**src/rtl/risc8_pkg.sv**
```systemverilog
// rtl/risc8_pkg.sv - shared types and defaults for the risc8 stack unit
// Contents:
//   e_stackop     : single-word stack operation selected by control
//   e_stack_state : call/return sequencer states
//   STACK_DEPTH   : default number of stack entries
//   PC_BYTES      : default number of words per return address
package risc8_pkg;

  typedef enum logic [1:0] {
    ST_SKIP = 2'd0,
    ST_ADD  = 2'd1,
    ST_SUB  = 2'd2,
    ST_3    = 2'd3
  } e_stackop;

  typedef enum logic [1:0] {
    SS_IDLE = 2'd0,
    SS_CALL = 2'd1,
    SS_RET  = 2'd2
  } e_stack_state;

  localparam int STACK_DEPTH = 16;
  localparam int PC_BYTES    = 2;

endpackage

```
**src/rtl/risc_stack_unit_if.sv**
```systemverilog
// rtl/risc_stack_unit_if.sv - control/data bundle between the risc8 core and its stack unit
// master (core side) drives: op, wdata, call_req, call_pc, ret_req, clr_err
// slave (stack side) drives: rdata, ret_pc, ret_valid, busy, count, full, empty, ovf, udf
interface risc_stack_unit_if #(
  parameter int WORD     = 8,
  parameter int DEPTH    = risc8_pkg::STACK_DEPTH,
  parameter int PC_BYTES = risc8_pkg::PC_BYTES
);
  import risc8_pkg::*;

  e_stackop                     op;
  logic [WORD-1:0]              wdata;
  logic [WORD-1:0]              rdata;
  logic                         call_req;
  logic [WORD*PC_BYTES-1:0]     call_pc;
  logic                         ret_req;
  logic [WORD*PC_BYTES-1:0]     ret_pc;
  logic                         ret_valid;
  logic                         busy;
  logic [$clog2(DEPTH+1)-1:0]   count;
  logic                         full;
  logic                         empty;
  logic                         ovf;
  logic                         udf;
  logic                         clr_err;

  modport master (
    output op, wdata, call_req, call_pc, ret_req, clr_err,
    input  rdata, ret_pc, ret_valid, busy, count, full, empty, ovf, udf
  );

  modport slave (
    input  op, wdata, call_req, call_pc, ret_req, clr_err,
    output rdata, ret_pc, ret_valid, busy, count, full, empty, ovf, udf
  );

endinterface

```
**src/rtl/risc_stack_mem.sv**
```systemverilog
// rtl/risc_stack_mem.sv - WORD x DEPTH stack storage, synchronous write, asynchronous read
// Ports:
//   clk   : write clock
//   we    : write enable, waddr/wdata captured on the rising edge
//   raddr : combinational read address, rdata follows it directly
// Contents are deliberately not reset.
module risc_stack_mem #(
  parameter int WORD  = 8,
  parameter int DEPTH = 16,
  parameter int AW    = 4
) (
  input  logic            clk,
  input  logic            we,
  input  logic [AW-1:0]   waddr,
  input  logic [WORD-1:0] wdata,
  input  logic [AW-1:0]   raddr,
  output logic [WORD-1:0] rdata
);

  logic [WORD-1:0] mem [DEPTH];

  always_ff @(posedge clk) begin
    if (we) begin
      mem[waddr] <= wdata;
    end
  end

  assign rdata = mem[raddr];

endmodule

```
**src/rtl/risc_stack_unit.sv**
```systemverilog
// rtl/risc_stack_unit.sv - risc8 hardware stack with push/pop/replace and multi-word call/return
// Ports:
//   clk   : sole clock, rising edge
//   rst_n : asynchronous active-low reset
//   bus   : risc_stack_unit_if.slave (op/wdata/call/ret/clr_err in; rdata/ret_pc/ret_valid/
//           busy/count/full/empty/ovf/udf out)
module risc_stack_unit #(
  parameter int WORD     = 8,
  parameter int DEPTH    = risc8_pkg::STACK_DEPTH,
  parameter int PC_BYTES = risc8_pkg::PC_BYTES
) (
  input logic              clk,
  input logic              rst_n,
  risc_stack_unit_if.slave bus
);
  import risc8_pkg::*;

  localparam int CW = $clog2(DEPTH + 1);
  localparam int AW = (DEPTH > 1) ? $clog2(DEPTH) : 1;
  localparam int KW = (PC_BYTES > 1) ? $clog2(PC_BYTES) : 1;
  localparam int PW = WORD * PC_BYTES;

  localparam logic [CW-1:0] DEPTH_C  = CW'(DEPTH);
  // A call fits while DEPTH-count >= PC_BYTES, i.e. count <= DEPTH-PC_BYTES.
  localparam logic [CW-1:0] CALL_MAX = CW'(DEPTH - PC_BYTES);
  localparam logic [CW-1:0] PCB_C    = CW'(PC_BYTES);
  localparam logic [KW-1:0] K_LAST   = KW'(PC_BYTES - 1);

  e_stack_state  state;
  logic [KW-1:0] k;
  logic [CW-1:0] count;
  logic          busy;
  logic          ovf;
  logic          udf;
  logic          ret_valid;
  logic [PW-1:0] call_q;
  logic [PW-1:0] ret_acc;
  logic [PW-1:0] ret_acc_next;
  logic [PW-1:0] ret_pc;

  logic          full;
  logic          empty;
  logic          idle;
  logic          call_fits;
  logic          ret_fits;
  logic          take_call;
  logic          take_ret;
  logic          take_op;
  logic          set_ovf;
  logic          set_udf;

  logic            mem_we;
  logic [AW-1:0]   mem_waddr;
  logic [WORD-1:0] mem_wdata;
  logic [AW-1:0]   top_addr;
  logic [WORD-1:0] top_word;

  assign full      = (count == DEPTH_C);
  assign empty     = (count == '0);
  assign idle      = (state == SS_IDLE);
  assign call_fits = (count <= CALL_MAX);
  assign ret_fits  = (count >= PCB_C);

  // Strict priority in IDLE: call, then return, then the single-word op.
  assign take_call = idle & bus.call_req;
  assign take_ret  = idle & ~bus.call_req & bus.ret_req;
  assign take_op   = idle & ~bus.call_req & ~bus.ret_req;

  // Top-of-stack address; wraps harmlessly when empty because rdata is masked.
  assign top_addr  = AW'(count - CW'(1));

  always_comb begin
    mem_we    = 1'b0;
    mem_waddr = AW'(count);
    mem_wdata = bus.wdata;
    set_ovf   = 1'b0;
    set_udf   = 1'b0;

    if (take_call && !call_fits) set_ovf = 1'b1;
    if (take_ret && !ret_fits)   set_udf = 1'b1;

    if (take_op) begin
      case (bus.op)
        ST_ADD: begin
          if (full) set_ovf = 1'b1;
          else      mem_we  = 1'b1;
        end
        ST_SUB: begin
          if (empty) set_udf = 1'b1;
        end
        ST_3: begin
          if (empty) begin
            set_udf = 1'b1;
          end else begin
            mem_we    = 1'b1;
            mem_waddr = top_addr;
          end
        end
        default: ;
      endcase
    end

    // Call sequence pushes the latched address LSB first.
    if (state == SS_CALL) begin
      mem_we    = 1'b1;
      mem_wdata = call_q[int'(k)*WORD +: WORD];
    end
  end

  // Return sequence pops MSB first, so pop k fills byte PC_BYTES-1-k.
  always_comb begin
    ret_acc_next = ret_acc;
    ret_acc_next[(PC_BYTES-1-int'(k))*WORD +: WORD] = top_word;
  end

  risc_stack_mem #(
    .WORD  (WORD),
    .DEPTH (DEPTH),
    .AW    (AW)
  ) u_mem (
    .clk   (clk),
    .we    (mem_we),
    .waddr (mem_waddr),
    .wdata (mem_wdata),
    .raddr (top_addr),
    .rdata (top_word)
  );

  always_ff @(posedge clk or negedge rst_n) begin
    if (!rst_n) begin
      state     <= SS_IDLE;
      k         <= '0;
      count     <= '0;
      busy      <= 1'b0;
      ovf       <= 1'b0;
      udf       <= 1'b0;
      ret_valid <= 1'b0;
      ret_pc    <= '0;
      ret_acc   <= '0;
      call_q    <= '0;
    end else begin
      // A new error in the same cycle as clr_err leaves the flag set.
      ovf       <= set_ovf | (ovf & ~bus.clr_err);
      udf       <= set_udf | (udf & ~bus.clr_err);
      ret_valid <= 1'b0;

      case (state)
        SS_IDLE: begin
          k <= '0;
          if (bus.call_req) begin
            if (call_fits) begin
              call_q <= bus.call_pc;
              state  <= SS_CALL;
              busy   <= 1'b1;
            end
          end else if (bus.ret_req) begin
            if (ret_fits) begin
              state <= SS_RET;
              busy  <= 1'b1;
            end
          end else if (bus.op == ST_ADD && !full) begin
            count <= count + CW'(1);
          end else if (bus.op == ST_SUB && !empty) begin
            count <= count - CW'(1);
          end
        end

        SS_CALL: begin
          count <= count + CW'(1);
          if (k == K_LAST) begin
            state <= SS_IDLE;
            busy  <= 1'b0;
          end else begin
            k <= k + KW'(1);
          end
        end

        SS_RET: begin
          count   <= count - CW'(1);
          ret_acc <= ret_acc_next;
          if (k == K_LAST) begin
            ret_pc    <= ret_acc_next;
            ret_valid <= 1'b1;
            state     <= SS_IDLE;
            busy      <= 1'b0;
          end else begin
            k <= k + KW'(1);
          end
        end

        default: begin
          state <= SS_IDLE;
          busy  <= 1'b0;
        end
      endcase
    end
  end

  assign bus.rdata     = empty ? '0 : top_word;
  assign bus.ret_pc    = ret_pc;
  assign bus.ret_valid = ret_valid;
  assign bus.busy      = busy;
  assign bus.count     = count;
  assign bus.full      = full;
  assign bus.empty     = empty;
  assign bus.ovf       = ovf;
  assign bus.udf       = udf;

endmodule

```
**src/flat_wrapper.sv**
```systemverilog
// flat-port wrapper written by rule: the top's interface ports become plain ports
module risc_stack_unit_flat import risc8_pkg::*;
#(
  parameter int WORD     = 8,
  parameter int DEPTH    = risc8_pkg::STACK_DEPTH,
  parameter int PC_BYTES = risc8_pkg::PC_BYTES
)
  (clk, rst_n, bus_op, bus_wdata, bus_call_req, bus_call_pc, bus_ret_req, bus_clr_err, bus_rdata, bus_ret_pc, bus_ret_valid, bus_busy, bus_count, bus_full, bus_empty, bus_ovf, bus_udf);
  risc_stack_unit_if #(.WORD(WORD), .DEPTH(DEPTH), .PC_BYTES(PC_BYTES)) bus_i ();
  input logic clk;
  input logic rst_n;
  input wire logic [$bits(bus_i.op)-1:0] bus_op;
  input wire logic [$bits(bus_i.wdata)-1:0] bus_wdata;
  input wire logic [$bits(bus_i.call_req)-1:0] bus_call_req;
  input wire logic [$bits(bus_i.call_pc)-1:0] bus_call_pc;
  input wire logic [$bits(bus_i.ret_req)-1:0] bus_ret_req;
  input wire logic [$bits(bus_i.clr_err)-1:0] bus_clr_err;
  output wire logic [$bits(bus_i.rdata)-1:0] bus_rdata;
  output wire logic [$bits(bus_i.ret_pc)-1:0] bus_ret_pc;
  output wire logic [$bits(bus_i.ret_valid)-1:0] bus_ret_valid;
  output wire logic [$bits(bus_i.busy)-1:0] bus_busy;
  output wire logic [$bits(bus_i.count)-1:0] bus_count;
  output wire logic [$bits(bus_i.full)-1:0] bus_full;
  output wire logic [$bits(bus_i.empty)-1:0] bus_empty;
  output wire logic [$bits(bus_i.ovf)-1:0] bus_ovf;
  output wire logic [$bits(bus_i.udf)-1:0] bus_udf;
  assign bus_i.op = bus_op;
  assign bus_i.wdata = bus_wdata;
  assign bus_i.call_req = bus_call_req;
  assign bus_i.call_pc = bus_call_pc;
  assign bus_i.ret_req = bus_ret_req;
  assign bus_i.clr_err = bus_clr_err;
  assign bus_rdata = bus_i.rdata;
  assign bus_ret_pc = bus_i.ret_pc;
  assign bus_ret_valid = bus_i.ret_valid;
  assign bus_busy = bus_i.busy;
  assign bus_count = bus_i.count;
  assign bus_full = bus_i.full;
  assign bus_empty = bus_i.empty;
  assign bus_ovf = bus_i.ovf;
  assign bus_udf = bus_i.udf;
  risc_stack_unit #(.WORD(WORD), .DEPTH(DEPTH), .PC_BYTES(PC_BYTES)) u_core (.clk(clk), .rst_n(rst_n), .bus(bus_i));
endmodule
```
**config.mk**
```make
export PLATFORM = sky130hd
export DESIGN_NAME = risc_stack_unit_flat
export DESIGN_NICKNAME = d
export VERILOG_FILES = /design/src/rtl/risc8_pkg.sv /design/src/rtl/risc_stack_unit_if.sv /design/src/rtl/risc_stack_mem.sv /design/src/rtl/risc_stack_unit.sv /design/src/flat_wrapper.sv
export SDC_FILE = /design/constraint.sdc
export NUM_CORES = 1
export LEC_CHECK = 0
export ABC_AREA = 1
export CAP_MARGIN = 10
export CORE_ASPECT_RATIO = 2
export CORE_MARGIN = 5
export CORE_UTILIZATION = 45
export DETAILED_ROUTE_END_ITERATION = 8
export PLACE_DENSITY = 0.67
export SETUP_SLACK_MARGIN = 0.4
export SLEW_MARGIN = 20
export SYNTH_ARGS = -nofsm -noshare
export SYNTH_HDL_FRONTEND = slang
export SYNTH_SLANG_ARGS = --single-unit
```
**constraint.sdc**
```tcl
create_clock -name clk -period 2.9 [get_ports clk]
set_input_delay 0.435 -clock clk [delete_from_list [all_inputs] [get_ports clk]]
set_output_delay 0.435 -clock clk [all_outputs]
set_load 0.05 [all_outputs]
```
======== Word level (Yosys, flattened, before mapping) ========
Memory sizes are Yosys's and may differ from the RTL's.
Index checks and enable logic that the tools add are counted.
cells by class
  multiplexer cells ....................... 42
  shift operators ......................... 3
  bitwise logic cells ..................... 11
  eq/ne operators ......................... 13
  $add $sub $neg .......................... 5
  order comparisons ....................... 2
  reduce and logical (&&, ||, !) cells .... 18
operators by type and width
  operator                 count
  $neg 32->33              1
  $shift 8x33->16 const A  1
  $shiftx 8x33->16         1
  $mux 1                   22
  $mux 5                   4
  $bwmux 16                1
  $mux 8                   2
  $shiftx 16x5->8          1
  $pmux 5 s3               1
  $mux 4                   3
  $ne 3x3->1 const B       4
  $mux 2                   5
  $reduce_and 4->1         2
  $and 1x1->1              6
  $eq 2x2->1 const B       3
  $pmux 1 s2               3
  $add 5x1->5 const B      1
  $eq 5x5->1 const B       1
  $ge 5x2->1 const B       1
  $le 5x4->1 const B       1
  $logic_not 5->1          1
  $sub 5x1->5 const B      1
  $eq 2x1->1 const B       2
  $logic_and 1x1->1        4
  other kinds (14)         22
word-level totals
  output and inout port bits .............. 35
  flip-flop bits (word level) ............. 60
  bits in writable memories ............... 128
  memories kept ........................... 1
  logic and storage cells ................. 105
memories
  memory            depth  bits a word  read ports  clocked after Yosys merged registers in  wr ports  RTL line              RTL
  u_core.u_mem.mem  16     8            1           0                                        1         risc_stack_mem.sv:20  logic [WORD-1:0] mem [DEPTH];

======== Longest topological paths before layout ========
Gate-level depths: netlist of the first run.
  depth after elaboration ................. 9
  gate-level depth with buffers ........... 14
  gate-level depth less buffers ........... 10

======== Hierarchy ========
Synthesis of the first run repeated with hierarchy kept, for this count alone.
unflattened totals
  cells, all modules ...................... 911
  area total of the unflattened synthesis .. 8,390.5 sq um
by module, submodules not included
  module           area an instance (sq um)  times used  sequential area each (sq um)  cells an instance
  risc_stack_mem   5,606.6                   1           3,843.7                       543
  risc_stack_unit  2,783.9                   1           1,301.2                       368

======== Least setup slack after synthesis of the first run ========
No wires, ideal clock.
  path kind ............................... register to output
  start ................................... reg u_core.count[0], in the netlist u_core.bus.count[0]
  end ..................................... out bus_rdata[3]
  slack ................................... -689 ps
  cell stages (with the launch flop) ...... 13
  required time ........................... 2,465 ps
  arrival time ............................ 3,154 ps
  cell sequence ........................... dfrtp_1 -> buf_2 -> inv_2 -> buf_2 -> buf_2 -> ha_1 -> buf_2 -> clkinv_1 -> clkbuf_1 -> nand3_1 -> nand3_1 -> nand3_1 -> a21oi_1
between the ends
  longest elaborated chain between the ends .. 3
  elaborated cells on any way between the ends .. 4
RTL lines
  what                      RTL line                RTL
  start: declaration        risc_stack_unit.sv:31   logic [CW-1:0] count;
  start signal: assignment  risc_stack_unit.sv:162  count <= count + CW'(1);
  start signal: assignment  risc_stack_unit.sv:164  count <= count - CW'(1);
  start signal: assignment  risc_stack_unit.sv:169  count <= count + CW'(1);
  $sub 5x1->5               risc_stack_unit.sv:70   assign top_addr = AW'(count - CW'(1));
  $mem_v2 16x8              n/a
  $mux 8 (*)                risc_stack_unit.sv:199  assign bus.rdata = empty ? '0 : top_word;
  end: declaration          flat_wrapper.sv:18      output wire logic [$bits(bus_i.rdata)-1:0] bus_rdata;
Every way passes the cells marked *; elsewhere a longest branch is shown, timed or not.

======== Worst setup path in the final report of the first run ========
  start ................................... reg u_core.count[1], in the netlist u_core.bus.count[1]
  end ..................................... out bus_rdata[6]
The elaborated chain is that of the path after synthesis.

==> results of run 1 <==
## registers in the layout, indices dropped and copies added (netlist names)
signal and count:
u_core.u_mem.mem 128, u_core.bus.ret_pc 16, u_core.call_q 16, u_core.ret_acc 8, u_core.bus.count 5, u_core.state 2, u_core.bus.busy 1, u_core.bus.ovf 1
u_core.bus.ret_valid 1, u_core.bus.udf 1, u_core.k 1
## worst max-delay path by stage
| stage | start | endpoint | slack, ps | cells past startpoint |
|---|---|---|---|---|
| 2_1_floorplan | u_core.bus.count[0] | bus_rdata[1] | 350 | 11 |
| 3_3_place_gp | bus_call_req | u_core.u_mem.mem[15][4] | 190 | 8 |
| 3_5_place_dp | bus_call_req | u_core.u_mem.mem[15][2] | 160 | 8 |
| 4_1_cts | u_core.bus.count[0] | bus_rdata[1] | 320 | 9 |
| 5_1_grt | u_core.bus.count[0] | bus_rdata[7] | 230 | 9 |
| 6_report | u_core.bus.count[1] | bus_rdata[6] | 310 | 9 |
## metrics by stage
step	util [%]	area (um2)	setup WS (ps)	instances	hold WS, ps
after floorplan	-	8690	349	899	139
final	61.4	11200	311	1248	124
after global routing	61.4	11200	230	1248	171
after global placement	52.5	9610	193	1181	453
after detailed placement	52.5	9610	157	1181	459
after CTS	60.6	11100	319	1243	134
## kinds of logic after synthesis
family / synth area share, %
adders and majority gates: 1.05
xor gates and xnor gates: 0.841
AOI/OAI and AO/OA: 2.40
and+or+nand+nor: 27.4
DFF: 61.8
buffers and inverters: 6.52
## placed cells by master, fill, tap and decap left out, types with 4 or more instances in the layout
cell             count
buf_8                5
buf_12               8
a21oi_1              6
nand2_2             22
nor2_4               9
inv_6                4
nand3_2             39
nor2_1              15
inv_1               96
nor2_2              11
nand2_1            350
nand4_1              4
buf_6               11
buf_16               6
edfxtp_1           128
clkdlybuf4s50_1     52
clkbuf_16           20
o21ai_0             20
ha_1                 5
nand3_1             49
or2_2                8
nand3_4             24
dfrtp_1             49
buf_4               47
a21oi_4              8
## timing repair
action                                  4_1_cts  5_1_grt
cloned                                        7        0
gates resized for setup                     102       30
pin swaps                                    32       16
setup buffers                                23        5
hold endpoints to repair                      0        0
endpoints found under the setup margin       59      138
## worst reg2reg max path, cell delays in order, from the launching register on
cell and delay (ps):
dfrtp_2 530, buf_4 230, nor2_4 110, nand2_2 80
nor2_4 210, nor2_8 100, o21ai_1 250, nand2_2 150
buf_4 180, nor2_2 120, buf_4 200
## cell type report
| class | instances | share of cell area, % |
|---|---|---|
| repair buffers | 133 | 13.0 |
| flip-flops and latches | 180 | 45.8 |
| multi-input cells | 585 | 29.7 |
| clock buffers | 21 | 4.58 |
| well taps | 216 | 2.40 |
| inverters | 100 | 3.54 |
| repair inverters | 2 | 0.289 |
| clock inverters | 11 | 0.746 |
## routing by layer
layer / routed length (um) / share of wire (%) / up-vias
met5: 0 / 0 / -
met4: 1520 / 6.3 / 0
met2: 13800 / 58 / 215
met1: 7810 / 33 / 3143
met3: 859 / 3.6 / 72
li1: - / - / 3130
==> summary.txt, run 1 <==
Run status
  • Status: completed

Timing
  • Final setup viols: 0
  • Normalized max-slew margin: 40.3%
  • Unrepaired setup endpoints after global routing: true
  • Fmax: 386 MHz
  • Worst clock skew: 9.55 ps
  • Max Slew Vio Count: 0
  • Period Utilization, post-route: 89.3%
  • Hold Violations, Final: 0
  • Min Clock Period, post-route: 2590 ps
  • Setup TNS: 0 ps
  • Worst Max-Slew Pin Slew: 895 ps

GRT
  • GRT met3 Usage: 3.64%
  • Aggregate global-route resource usage: 23.3%
  • Initial antenna violation count: 0
  • First-pass GRT wire length: 37300 um
  • Vias in the first global route: about 7000
  • Met1 Track Usage GR: between 20% and 30%
  • Gr ovfl total: 0
  • Met2 GRT Util: between 40 and 50%
  • Pin count of the biggest net entering global routing: 38
  • GRT Max-Usage Layer: met2

Worst setup path
  • Most numerous cell on the critical path: nand3_2
  • Crit path kind: reg -> out
  • Worst R2R End: u_core.u_mem.mem[11][6]
  • Arrival time at the worst endpoint: between 2000 and 2500 ps
  • Nature of the critical path endpoint: output pin
  • Slowest CP cell: ha_4
  • CP max FO: 6
  • Slowest stage delay, CP: 370 ps
  • FF-to-FF Start: u_core.bus.count[2]
  • R2R Setup Slk: between 400 and 500 ps
  • Critical Path RT: roughly 2500 ps
  • Reg2Reg Depth: 10
  • Family with the most delay on the worst path: buffers and inverters
  • Startpoint types: register
  • Cell Chain, Critical Path: inv_1 -> ha_4 -> buf_12 -> buf_16 -> nand3_2 -> nand3_2 -> nand3_4 -> a21oi_4 -> buf_6
  • Buf/Inv on CP: 4

Cells and area
  • Fin nets: 1057
  • FILL cells: approximately 1400
  • Area of the multi-input gates: 3330 um2
  • Ant diodes: 0
  • Reg area: approximately 5100 um2
  • Area Growth Syn to Fin: 34.9%
  • Layout cells sized above 1: ~24%

Clocking
  • Clock Latency Late Sink: between 400 and 500 ps
  • Clk slew on worst S/H paths: about 70 ps
  • Root buffer cell: clkbuf_16
  • Num CTS Buffers: 17
  • Clock Sinks: between 150 and 200
  • H-tree levels: 4
  • CTS Buffer Depth: 2
  • Cts hold-fix bufs: 0
  • CTS tree: done

Synthesis
  • Top post-synthesis cells by area: edfxtp_1 46%, nand2_1 17%, dfrtp_1 16%, nand3_1 6.0%, inv_1 4.3%
  • Synth Register Bits: between 150 and 200
  • Largest area contributor in the netlist: edfxtp_1
  • Synthesized instance count: 899
  • Share of the yosys chip area belonging to registers: 61.8%
  • Syn Nets: 937
  • Synth cell count leaders: 369 x nand2_1, 128 x edfxtp_1, 100 x nand3_1
  • Yosys Warn Count: 0
  • Dominant cell by count in the synthesized netlist: nand2_1
  • Synth Cell Area: 8330 um2
  • Post-synth cell types: 28
  • Number of synthesized flops with an enable pin: 128
  • Ys async rst share: 28.9%
  • Synth top area share: between 40% and 50%
  • Post-synthesis area per instance: 9.27 um2
  • Top FF cell, synth: edfxtp_1

Floorplanning
  • Die Height: 202 um
  • Die area: 21500 um2
  • Placeable Area: 18300 um2
  • Die X: around 110 um
  • Std cell rows: 70
  • # IOs: 66
  • Initial Util: 45.5%

Placed design
  • Routability cong.: 0.877
  • IO Port Bufs: 65
  • Final HPWL DP: roughly 15000 um

Routing
  • DRT antenna net count: 0
  • Drt initial violations: 432
  • WL/cell: 19.3 um
  • Final WL: 24000 um
  • # DRC: 0
  • Vias/cell: roughly 5.3
  • Via count: 6560
  • Pre-Repair DR Iteration Count: 5

Min path
  • Worst hold path type: in -> async

Job
  • Max Cap Viol: 0
Power of run 1 is left out: the tool's default activity adds up to more than one toggle a clock period on the data nets, which glitch-free logic cannot reach.
==> run 2, diff against run 1 <==
--- a/config.mk
+++ b/config.mk
@@ -13,7 +13,7 @@
 export DETAILED_ROUTE_END_ITERATION = 8
 export PLACE_DENSITY = 0.67
 export SETUP_SLACK_MARGIN = 0.4
-export SLEW_MARGIN = 20
+export SLEW_MARGIN = 30
 export SYNTH_ARGS = -nofsm -noshare
 export SYNTH_HDL_FRONTEND = slang
 export SYNTH_SLANG_ARGS = --single-unit
==> summary.txt, run 2 (synthesized netlist as in run 1, its figures left out) <==
Floorplanning
  • Placeable Area: 18300 um2
  • Std cell rows: 70
  • Die Height: 202 um
  • Die X: 106 um
  • # IOs: 66
  • Die area: 21500 um2
  • Initial Util: 45.5%

Routing
  • Vias/cell: about 5.3
  • WL/cell: roughly 19 um
  • DRT antenna net count: 0
  • Via count: roughly 6600
  • Pre-Repair DR Iteration Count: 5
  • Drt initial violations: 440
  • # DRC: 0
  • Final WL: 24100 um

Placed design
  • Routability cong.: 0.877
  • Final HPWL DP: 15300 um
  • IO Port Bufs: 65

Timing
  • Worst clock skew: 9.58 ps
  • Fmax: 385 MHz
  • Max Slew Vio Count: 0
  • Hold Violations, Final: 0
  • Hold slack: 472 ps
  • Unrepaired setup endpoints after global routing: true
  • Final setup viols: 0
  • Setup TNS: 0 ps
  • Normalized max-slew margin: 55.0%
  • Period Utilization, post-route: 89.5%
  • Min Clock Period, post-route: 2600 ps
  • Worst Max-Slew Pin Slew: 674 ps

Min path
  • Hold_sp: u_core.ret_acc[11]
  • Worst hold path type: reg -> reg

Cells and area
  • Most frequent cells in the layout: 350 x nand2_1, 128 x edfxtp_1, 96 x inv_1, 52 x clkdlybuf4s50_1
  • Max FFs per register: 128
  • Fin nets: 1058
  • Area Growth Syn to Fin: 35.1%
  • Ant diodes: 0
  • Layout cells sized above 1: 24.0%
  • Regs by FF count: u_core.u_mem.mem: 128 flops, u_core.bus.ret_pc: 16 flops, u_core.call_q: 16 flops
  • Most common cell after layout, fill and taps aside: nand2_1
  • Top reg by flops: u_core.u_mem.mem

Worst setup path
  • CP Launch Point: u_core.bus.count[1]
  • Critical Path RT: around 2500 ps
  • FF-to-FF Start: u_core.bus.count[2]
  • Arrival time at the worst endpoint: 2160 ps
  • Crit path kind: reg -> out
  • Nature of the critical path endpoint: output pin
  • CP max FO: 7
  • Startpoint types: register

Clocking
  • Clk slew on worst S/H paths: 70 ps
  • CTS tree: done
  • Clock Latency Late Sink: 440 ps
  • H-tree levels: 4
  • Root buffer cell: clkbuf_16
  • Clock Sinks: 180
  • Num CTS Buffers: 17
  • CTS Buffer Depth: 2

GRT
  • Vias in the first global route: 6966
  • First-pass GRT wire length: between 30000 and 40000 um
  • Initial antenna violation count: 0
  • Pin count of the biggest net entering global routing: 38
  • Aggregate global-route resource usage: 23.3%
  • Gr ovfl total: 0

Job
  • Max Cap Viol: 0

Run status
  • Status: completed
-- run 2: routing by layer --
layer / track usage [%] / routed length [um]
met4: 15.6 / 1570
met3: 3.64 / 910
met5: 0 / 0
met1: 21.9 / 7780
met2: 44.8 / 13800
-- run 2: worst paths after layout --
path / endpoint / slack, ps / depth (start not counted)
worst max-delay path: bus_rdata[7] / 300 / 9
worst min-delay path: u_core.bus.ret_pc[11] / 470 / 2
worst max register to register: u_core.u_mem.mem[11][6] / 450 / 10
worst min register to register: u_core.bus.ret_pc[11] / 470 / 2
max in group asynchronous: u_core.call_q[11] / 1780 / 3
min in group asynchronous: u_core.bus.udf / 510 / 2
-- run 2: metrics by stage --
step	setup slack, ps	instance area, um2	std cells	utilization, %
2_1_floorplan	349	8690	899	-
3_3_place_gp	193	9610	1181	52.5
3_5_place_dp	157	9610	1181	52.5
4_1_cts	319	11100	1243	60.6
5_1_grt	230	11300	1249	61.5
6_report	304	11300	1249	61.5
-- run 2: layout make-up --
class                   instances  area [um2]
flip-flops and latches        180        5150
repair inverters                2        32.5
clock inverters                11        83.8
well taps                     216         270
fillers                      1441        7050
multi-input cells             585        3330
inverters                     100         398
repair buffers                134        1470
clock buffers                  21         514
-- run 2: worst max-delay path: stages (launching register included) --
cell,delay [ps]
dfrtp_1,360
inv_1,90
ha_4,370
buf_12,130
buf_16,120
nand2_2,60
nand3_2,90
nand3_4,110
a21oi_4,200
buf_6,180
-- run 2: what timing repair did --
action / in CTS / in global routing
buffers inserted: 23 / 5
endpoints found under the setup margin: 59 / 138
endpoints found under the hold margin: 0 / 22
gates cloned: 7 / 0
resized for setup: 102 / 30
hold buffers: 0 / 1
pin swaps: 32 / 16
Power of run 2 is left out for the same reason.
